==> config.mk <==
export PLATFORM = sky130hd
export DESIGN_NAME = vec_to_angle
export DESIGN_NICKNAME = d
export VERILOG_FILES = /design/src/rtl/tank_pkg.sv /design/src/rtl/trig_lut_signed.sv /design/src/rtl/vec_to_angle.sv
export SDC_FILE = /design/constraint.sdc
export NUM_CORES = 1
export LEC_CHECK = 0
export CELL_PAD_IN_SITES_DETAIL_PLACEMENT = 0
export CELL_PAD_IN_SITES_GLOBAL_PLACEMENT = 1
export CORE_ASPECT_RATIO = 0.75
export CORE_MARGIN = 2
export CORE_UTILIZATION = 50
export DETAILED_ROUTE_END_ITERATION = 12
export PLACE_DENSITY = 0.81
export SYNTH_ARGS = -nofsm -noshare
export SYNTH_HDL_FRONTEND = slang
export SYNTH_SLANG_ARGS = --single-unit
==> constraint.sdc <==
create_clock -name Clk -period 9.9 [get_ports Clk]
set_input_delay 0.99 -clock Clk [delete_from_list [all_inputs] [get_ports Clk]]
set_output_delay 0.99 -clock Clk [all_outputs]
set_load 0.1 [all_outputs]
==> src/rtl/tank_pkg.sv <==
// rtl/tank_pkg.sv - shared tank heading constants and vec_to_angle FSM state type
package tank_pkg;

   localparam int ANGLE_COUNT = 45;
   localparam int ANGLE_W     = 6;
   localparam int TRIG_W      = 10;

   typedef enum logic [1:0] {
      ST_IDLE = 2'd0,
      ST_SCAN = 2'd1,
      ST_DONE = 2'd2
   } vta_state_t;

endpackage

==> src/rtl/trig_lut_signed.sv <==
// rtl/trig_lut_signed.sv - heading LUT: Q1.8 sin/cos of 8*idx degrees, idx 0..44
module trig_lut_signed
   import tank_pkg::*;
(
   input  logic [ANGLE_W-1:0]        idx,
   output logic signed [TRIG_W-1:0]  sin_o,
   output logic signed [TRIG_W-1:0]  cos_o
);

   always_comb begin
      sin_o = 10'sd0;
      cos_o = 10'sd0;
      case (idx)
         6'd0:  begin sin_o =  10'sd0;   cos_o =  10'sd256; end
         6'd1:  begin sin_o =  10'sd36;  cos_o =  10'sd254; end
         6'd2:  begin sin_o =  10'sd71;  cos_o =  10'sd246; end
         6'd3:  begin sin_o =  10'sd104; cos_o =  10'sd234; end
         6'd4:  begin sin_o =  10'sd136; cos_o =  10'sd217; end
         6'd5:  begin sin_o =  10'sd165; cos_o =  10'sd196; end
         6'd6:  begin sin_o =  10'sd190; cos_o =  10'sd171; end
         6'd7:  begin sin_o =  10'sd212; cos_o =  10'sd143; end
         6'd8:  begin sin_o =  10'sd230; cos_o =  10'sd112; end
         6'd9:  begin sin_o =  10'sd243; cos_o =  10'sd79;  end
         6'd10: begin sin_o =  10'sd252; cos_o =  10'sd44;  end
         6'd11: begin sin_o =  10'sd256; cos_o =  10'sd9;   end
         6'd12: begin sin_o =  10'sd255; cos_o = -10'sd27;  end
         6'd13: begin sin_o =  10'sd248; cos_o = -10'sd62;  end
         6'd14: begin sin_o =  10'sd237; cos_o = -10'sd96;  end
         6'd15: begin sin_o =  10'sd222; cos_o = -10'sd128; end
         6'd16: begin sin_o =  10'sd202; cos_o = -10'sd158; end
         6'd17: begin sin_o =  10'sd178; cos_o = -10'sd184; end
         6'd18: begin sin_o =  10'sd150; cos_o = -10'sd207; end
         6'd19: begin sin_o =  10'sd120; cos_o = -10'sd226; end
         6'd20: begin sin_o =  10'sd88;  cos_o = -10'sd241; end
         6'd21: begin sin_o =  10'sd53;  cos_o = -10'sd250; end
         6'd22: begin sin_o =  10'sd18;  cos_o = -10'sd255; end
         6'd23: begin sin_o = -10'sd18;  cos_o = -10'sd255; end
         6'd24: begin sin_o = -10'sd53;  cos_o = -10'sd250; end
         6'd25: begin sin_o = -10'sd88;  cos_o = -10'sd241; end
         6'd26: begin sin_o = -10'sd120; cos_o = -10'sd226; end
         6'd27: begin sin_o = -10'sd150; cos_o = -10'sd207; end
         6'd28: begin sin_o = -10'sd178; cos_o = -10'sd184; end
         6'd29: begin sin_o = -10'sd202; cos_o = -10'sd158; end
         6'd30: begin sin_o = -10'sd222; cos_o = -10'sd128; end
         6'd31: begin sin_o = -10'sd237; cos_o = -10'sd96;  end
         6'd32: begin sin_o = -10'sd248; cos_o = -10'sd62;  end
         6'd33: begin sin_o = -10'sd255; cos_o = -10'sd27;  end
         6'd34: begin sin_o = -10'sd256; cos_o =  10'sd9;   end
         6'd35: begin sin_o = -10'sd252; cos_o =  10'sd44;  end
         6'd36: begin sin_o = -10'sd243; cos_o =  10'sd79;  end
         6'd37: begin sin_o = -10'sd230; cos_o =  10'sd112; end
         6'd38: begin sin_o = -10'sd212; cos_o =  10'sd143; end
         6'd39: begin sin_o = -10'sd190; cos_o =  10'sd171; end
         6'd40: begin sin_o = -10'sd165; cos_o =  10'sd196; end
         6'd41: begin sin_o = -10'sd136; cos_o =  10'sd217; end
         6'd42: begin sin_o = -10'sd104; cos_o =  10'sd234; end
         6'd43: begin sin_o = -10'sd71;  cos_o =  10'sd246; end
         6'd44: begin sin_o = -10'sd36;  cos_o =  10'sd254; end
         default: begin sin_o = 10'sd0; cos_o = 10'sd0; end
      endcase
   end

endmodule

==> src/rtl/vec_to_angle.sv <==
// rtl/vec_to_angle.sv - vector to heading index by serial max-dot-product scan over the LUT
module vec_to_angle
   import tank_pkg::*;
#(
   parameter int VEC_W = 10
) (
   input  logic               Clk,
   input  logic               Reset,
   input  logic               start,
   input  logic [VEC_W-1:0]   dx,
   input  logic [VEC_W-1:0]   dy,
   output logic               busy,
   output logic               done,
   output logic [ANGLE_W-1:0] angle_o
);

   localparam int DOT_W = VEC_W + TRIG_W + 1;
   localparam logic signed [DOT_W-1:0] DOT_MIN = {1'b1, {(DOT_W-1){1'b0}}};
   localparam logic [ANGLE_W-1:0] LAST_IDX = ANGLE_W'(ANGLE_COUNT - 1);

   vta_state_t                state_q, state_d;
   logic [ANGLE_W-1:0]        idx_q, idx_d;
   logic signed [VEC_W-1:0]   dx_q, dx_d;
   logic signed [VEC_W-1:0]   dy_q, dy_d;
   logic signed [DOT_W-1:0]   best_dot_q, best_dot_d;
   logic [ANGLE_W-1:0]        best_idx_q, best_idx_d;
   logic                      busy_q, busy_d;
   logic                      done_q, done_d;
   logic [ANGLE_W-1:0]        angle_q, angle_d;

   logic signed [TRIG_W-1:0]  sin_v, cos_v;
   logic signed [DOT_W-1:0]   dx_ext, dy_ext, sin_ext, cos_ext, dot;

   trig_lut_signed u_lut (
      .idx   (idx_q),
      .sin_o (sin_v),
      .cos_o (cos_v)
   );

   // Everything is widened to DOT_W before multiplying, so -2^(VEC_W-1) * 256 is exact.
   always_comb begin
      dx_ext  = $signed({{(TRIG_W+1){dx_q[VEC_W-1]}}, dx_q});
      dy_ext  = $signed({{(TRIG_W+1){dy_q[VEC_W-1]}}, dy_q});
      cos_ext = $signed({{(VEC_W+1){cos_v[TRIG_W-1]}}, cos_v});
      sin_ext = $signed({{(VEC_W+1){sin_v[TRIG_W-1]}}, sin_v});
      dot     = dx_ext * cos_ext + dy_ext * sin_ext;
   end

   always_comb begin
      state_d    = state_q;
      idx_d      = idx_q;
      dx_d       = dx_q;
      dy_d       = dy_q;
      best_dot_d = best_dot_q;
      best_idx_d = best_idx_q;
      busy_d     = busy_q;
      done_d     = 1'b0;
      angle_d    = angle_q;
      case (state_q)
         ST_IDLE: begin
            if (start) begin
               dx_d       = $signed(dx);
               dy_d       = $signed(dy);
               idx_d      = '0;
               best_dot_d = DOT_MIN;
               best_idx_d = '0;
               busy_d     = 1'b1;
               state_d    = ST_SCAN;
            end
         end
         ST_SCAN: begin
            // Strict compare: on a tie the earlier (lower) index survives.
            if (dot > best_dot_q) begin
               best_dot_d = dot;
               best_idx_d = idx_q;
            end
            if (idx_q == LAST_IDX) begin
               state_d = ST_DONE;
            end else begin
               idx_d = idx_q + 1'b1;
            end
         end
         ST_DONE: begin
            angle_d = best_idx_q;
            done_d  = 1'b1;
            busy_d  = 1'b0;
            state_d = ST_IDLE;
         end
         default: begin
            state_d = ST_IDLE;
            busy_d  = 1'b0;
         end
      endcase
   end

   always_ff @(posedge Clk) begin
      if (Reset) begin
         state_q    <= ST_IDLE;
         idx_q      <= '0;
         dx_q       <= '0;
         dy_q       <= '0;
         best_dot_q <= DOT_MIN;
         best_idx_q <= '0;
         busy_q     <= 1'b0;
         done_q     <= 1'b0;
         angle_q    <= '0;
      end else begin
         state_q    <= state_d;
         idx_q      <= idx_d;
         dx_q       <= dx_d;
         dy_q       <= dy_d;
         best_dot_q <= best_dot_d;
         best_idx_q <= best_idx_d;
         busy_q     <= busy_d;
         done_q     <= done_d;
         angle_q    <= angle_d;
      end
   end

   assign busy    = busy_q;
   assign done    = done_q;
   assign angle_o = angle_q;

endmodule
==> results_dict.tcl, run 1 <==
set metrics [dict create \
    ctsRootBufferMaster "clkbuf_16" \
    layout.nets 1824 \
    vias 9744 \
    maxCapViolations 0 \
    postSynthRegisterBits 83 \
    numPortBuffers 30 \
    die_h_um 143.7 \
    worst-path-max-fanout 31 \
    die_area_um2 27350 \
    synth_edf_count 0 \
    grt_max_degree 65 \
    ios 31 \
    synth_fp_nets 1846 \
    grt_overflow 0 \
    pwr-share-seq 0.315 \
    cts_buffer_depth 2 \
    async_reset_ff_frac 0 \
    hold_path_class "flop to flop" \
    critPathArrivalTime_ps 9350 \
    cts.repair.resized 0 \
    tns_ps 0 \
    coreArea_um2 25780 \
    synth.top_cell.area_share 0.3492 \
    p_switching_mw 0.4610 \
    cts_buffers 9 \
    synth.cell_area_um2 13010 \
    path_common_cell "fa_1" \
    finalHoldViolations 0 \
    cts_hold_buffers 0 \
    cts_sinks 83 \
    slew_violations 0 \
    syn2layout_area_growth_pct 6.278 \
    hold-worst-slack_ps 489.4 \
    grt_pass1_wl_um 53510 \
    diodes 0 \
    initial_core_util 0.5049 \
    p_leak_nw 6.797 \
    run_status "completed" \
    criticalPathCategory "flop to flop" \
    synthCells 1483 \
    setup_viol 0 \
    regToRegSetupSlack_ps 830 \
    synth_top_area_cell "fa_1" \
    finalCritPeriodShare 0.9158 \
    p_int_mw 0.7569 \
    cp-end-kind "flop" \
    synth-seq-area-share 0.1277 \
    hpwl_um 26130 \
    cts_max_level 3 \
    crit_slowest_cell "fa_1" \
    syn_area_per_cell_um2 8.776 \
    layout-drive-gt1-share 0.03479 \
    drc_errors 0 \
    power_frac_clock 0.329 \
    drt-pass1-iter-count 6 \
    skew_ps 15.30 \
    ant_nets 0 \
    tritoncts "built" \
    ys_top_cells_by_area "fa_1, dfxtp_1, ha_1" \
    slew_headroom 0.1784 \
    grt_usage 0.2539 \
    layout_min_cycle_time_ps 9067 \
    gp_congestion 0.9031 \
    ys.flop_type "dfxtp_1" \
    clk_latency_ps 370 \
    required_ps 10180 \
    crit_path_start_kind "flop" \
    avgViaCountPerCell 5.383 \
    rsz0062_at_grt "no" \
    design_power_total_mw 1.218 \
    ys_warn_count 0 \
    clk_pin_slew_ps 70 \
    placed_cells 1794 \
    totalWireLength_um 32250 \
    grt_antenna_before_repair 0 \
    crit_family "adder cells" \
    swShare 0.3785 \
    grt_pass1_vias 10130 \
    tightest_slew_ps 1223 \
    cellPowerDensity_nw_per_um2 88.04 \
    drt_iter0_markers 619 \
    wl_per_cell_um 17.82 \
    max_stage_delay_ps 570 \
    postCtsSetupBuffers 0 \
    num_rows 51 \
    crit_buf_inv 7 \
    power_frac_comb 0.356 \
    max_freq_ghz 0.1103 \
    ys_types 78 \
    final_cells 1810 \
    peakVddDrop_v 0.00008491 \
    die_w_um 190.3 \
]
[per-layer routing]
metal / track usage / wire length (µm) / part of all wire
met1: 0.3625 / 15370 / 0.48
met2: 0.3904 / 14130 / 0.44
met3: 0.05372 / 2071 / 0.064
met4: 0.07099 / 680 / 0.021
met5: 0 / 0 / 0
[power by group through the flow]
stage	logic, mW	clock network, mW	registers [mW]
after global placement	0.431	0	0.389
after global routing	0.494	0.424	0.386
after detailed placement	0.433	0	0.390
after floorplan	0.331	0	0.365
final	0.434	0.401	0.383
after CTS	0.437	0.410	0.382
[cell usage after synthesis, types with 10 or more instances]
library cell	number
a21o_1	16
a21oi_1	69
and2_1	103
buf_2	13
clkbuf_1	50
dfxtp_1	83
fa_1	227
ha_1	113
inv_1	288
mux2i_1	11
nand2_1	166
nand2b_1	15
nand3_1	41
nor2_1	59
o211ai_1	13
o21ai_0	29
or2_0	10
xnor2_1	23
[placed cells by master, fill, tap and decap left out, drive strengths merged, types with 3 or more instances in the layout]
master         netlist  layout
a21oi               70      70
a31oi               10      10
or3                  8       8
nor4                 3       3
nor2                60      60
ha                 113     113
o21bai               5       5
o31ai                8       8
o32ai                4       4
a31o                 4       4
o21ai               33      33
o221ai               7       7
clkbuf              50      10
clkdlybuf4s50        0      29
dfxtp               83      83
nor3b                4       4
and2               104     104
o22ai                4       4
buf                 21       9
a2111oi              3       3
or2                 14      14
xnor2               23      23
nor2b                9       9
nor3                 9       9
nand2              167     167
nand3               42      42
inv                290     292
a21o                16      16
mux2i               11      11
a211oi               6       6
fa                 227     227
nand4                3       3
or4                  3       3
and4                 3       3
xor2                 7       7
o211ai              13      13
nand2b              16      16
[path summary, 6_finish.rpt]
check | depth (start not counted) | from | endpoint
setup / recovery | 30 | dy_q[9] | best_dot_q[1]
hold / removal | 2 | best_dot_q[12] | best_dot_q[12]
setup reg to reg | 30 | dy_q[9] | best_dot_q[1]
hold reg to reg | 2 | best_dot_q[12] | best_dot_q[12]
[state kept, by name, summed over array words and instances, names as in the netlist]
name	count
state_q	2
done	1
best_idx_q	6
dx_q	10
angle_o	6
dy_q	10
best_dot_q	21
idx_q	6
u_lut.sin_o	10
busy	1
u_lut.cos_o	10
[area by class of cell]
| class | count | area (µm²) |
|---|---|---|
| clock inverters | 6 | 96.34 |
| inverters | 291 | 1092 |
| clock buffers | 10 | 239.0 |
| multi-input cells | 1038 | 9957 |
| fillers | 2438 | 11950 |
| repair buffers | 38 | 355.3 |
| flip-flops and latches | 83 | 1662 |
| well taps | 344 | 430.4 |
[per-stage QoR]
step	worst slack, ps	utilization	area, µm²
2_1_floorplan	2051	-	13020
3_3_place_gp	1171	0.5235	13500
3_5_place_dp	899.8	0.5235	13500
4_1_cts	869.1	0.5365	13830
5_1_grt	285.1	0.5365	13830
6_report	833.1	0.5365	13830
[worst reg2reg max path, delay by kind of cell (launching register included)]
family	cells	cell delay, ps
flops	1	530
fa+ha+maj	9	4270
compound gates	9	1880
simple gates	5	1490
buf+inv	7	830
[cells by family after synthesis]
kind of cell / count (synthesis) / share of synthesized area
multiplexers: 12 / 0.009325
XOR/XNOR: 30 / 0.02019
adder cells (fa/ha/maj): 340 / 0.4578
AND/OR/NAND/NOR: 452 / 0.1737
flip-flops: 83 / 0.1277
AO/OA/AOI/OAI: 204 / 0.1036
buffers and inverters: 362 / 0.1077
No activity file was read; power rests on OpenSTA's default activity.
==> inputs of run 2 (changes only) <==
- CORE_MARGIN: 2 -> 1
==> run 2 against run 1 <==
  * Fmax increased by 1.7%
  * Sequential share of layout area about the same
  * Final cell count decreased by 0.28%
  * Global-route usage increased by 0.18 points
  * Sequential cell count unchanged
  * Via count increased by 0.78%
  * Highest routed layer unchanged
  * Clock skew decreased by 3.5 ps
  * Non-clock buffer count increased by 1
  * Sequential power about the same
==> results_dict.tcl, run 2 (synthesized netlist as in run 1, its figures left out) <==
set metrics [dict create \
    totalWireLength_um 31830 \
    diodes 0 \
    cts_hold_buffers 0 \
    setup_viol 0 \
    max_freq_ghz 0.1121 \
    clk_pin_slew_ps 80 \
    ctsRootBufferMaster "clkbuf_16" \
    p_leak_nw 6.805 \
    final_cell_mix "inv_1, fa_1, nand2_1" \
    peakVddDrop_v 0.00009625 \
    layout.nets 1825 \
    cts_max_level 3 \
    tns_ps 0 \
    initial_core_util 0.5150 \
    slew_violations 0 \
    stdcell_area_um2 13830 \
    num_rows 50 \
    die_h_um 141.7 \
    worst-path-max-fanout 31 \
    grt_pass1_wl_um 52810 \
    tritoncts "built" \
    layout_commonest_cell "inv_1" \
    ios 31 \
    maxCapViolations 0 \
    crit_path_start_kind "flop" \
    postCtsSetupBuffers 0 \
    drc_errors 0 \
    grt_pass1_vias 9851 \
    largest_register_ffs 21 \
    hpwl_um 25790 \
    finalHoldViolations 0 \
    avgViaCountPerCell 5.440 \
    design_power_total_mw 1.215 \
    largest-register "best_dot_q" \
    clk_latency_ps 370 \
    placed_area_um2 13500 \
    max_stage_delay_ps 700 \
    regToRegSetupSlack_ps 980 \
    cts_buffers 9 \
    critPathArrivalTime_ps 9210 \
    dp_slack_ps 1009 \
    rsz0062_at_grt "no" \
    run_status "completed" \
    hold-worst-slack_ps 491.8 \
    skew_ps 11.77 \
    drt-pass1-iter-count 7 \
    hold_path_class "flop to flop" \
    syn2layout_area_growth_pct 6.268 \
    cellPowerDensity_nw_per_um2 87.82 \
    die_w_um 188.3 \
    placed_cells 1789 \
    cts_sinks 83 \
    grt_antenna_before_repair 1 \
    final_cells 1805 \
    setup_ws_ps 981.1 \
    cts.repair.resized 0 \
    required_ps 10200 \
    coreArea_um2 25270 \
    ant_nets 0 \
    cts_buffer_depth 2 \
    grt_usage 0.2557 \
    cp-end-kind "flop" \
    vias 9820 \
    hold_depth 2 \
    die_area_um2 26690 \
    drt_iter0_markers 770 \
    wl_per_cell_um 17.63 \
    finalCritPeriodShare 0.9009 \
    numPortBuffers 30 \
    criticalPathCategory "flop to flop" \
    finish.utilization 0.5472 \
    rr_worst_depth 29 \
    layout-drive-gt1-share 0.03545 \
    path_common_cell "fa_1" \
    tightest_slew_ps 986.3 \
    grt_max_degree 65 \
    grt_overflow 0 \
    crit_slowest_cell "fa_1" \
    gp_congestion 0.9108 \
    slew_headroom 0.3425 \
    layout_min_cycle_time_ps 8919 \
]
run 2: final timing paths:
check | to | start
max | best_dot_q[3] | u_lut.cos_o[2]
min | busy | busy
max reg2reg | best_dot_q[3] | u_lut.cos_o[2]
min reg2reg | busy | busy
run 2: area by class of cell:
type / count / area, µm²
clock inverters: 7 / 108.9
multi-input cells: 1038 / 9957
inverters: 291 / 1092
clock buffers: 9 / 225.2
well taps: 338 / 422.9
repair buffers: 39 / 362.8
flip-flops and latches: 83 / 1662
fillers: 2363 / 11440
run 2: critical path: cells and delay by family, from the launching register on:
kind	cells	cell delay, ps
flip-flops	1	580
AND/OR/NAND/NOR	5	1370
AO/OA/AOI/OAI	9	1810
buffers and inverters	6	680
adder cells (fa/ha/maj)	9	4400
run 2: layer usage:
layer	part of all wire	global-route usage	wire, µm
met2	0.44	0.3935	14110
met4	0.020	0.06537	640
met5	0	0	0
met3	0.067	0.04328	2139
met1	0.47	0.3735	14940
run 2: power breakdown:
part           switching, mW  leakage, nW  internal, mW
clock                  0.173        0.164         0.227
combinational          0.256         5.97         0.176
sequential            0.0338        0.675         0.349
total                  0.463         6.80         0.752
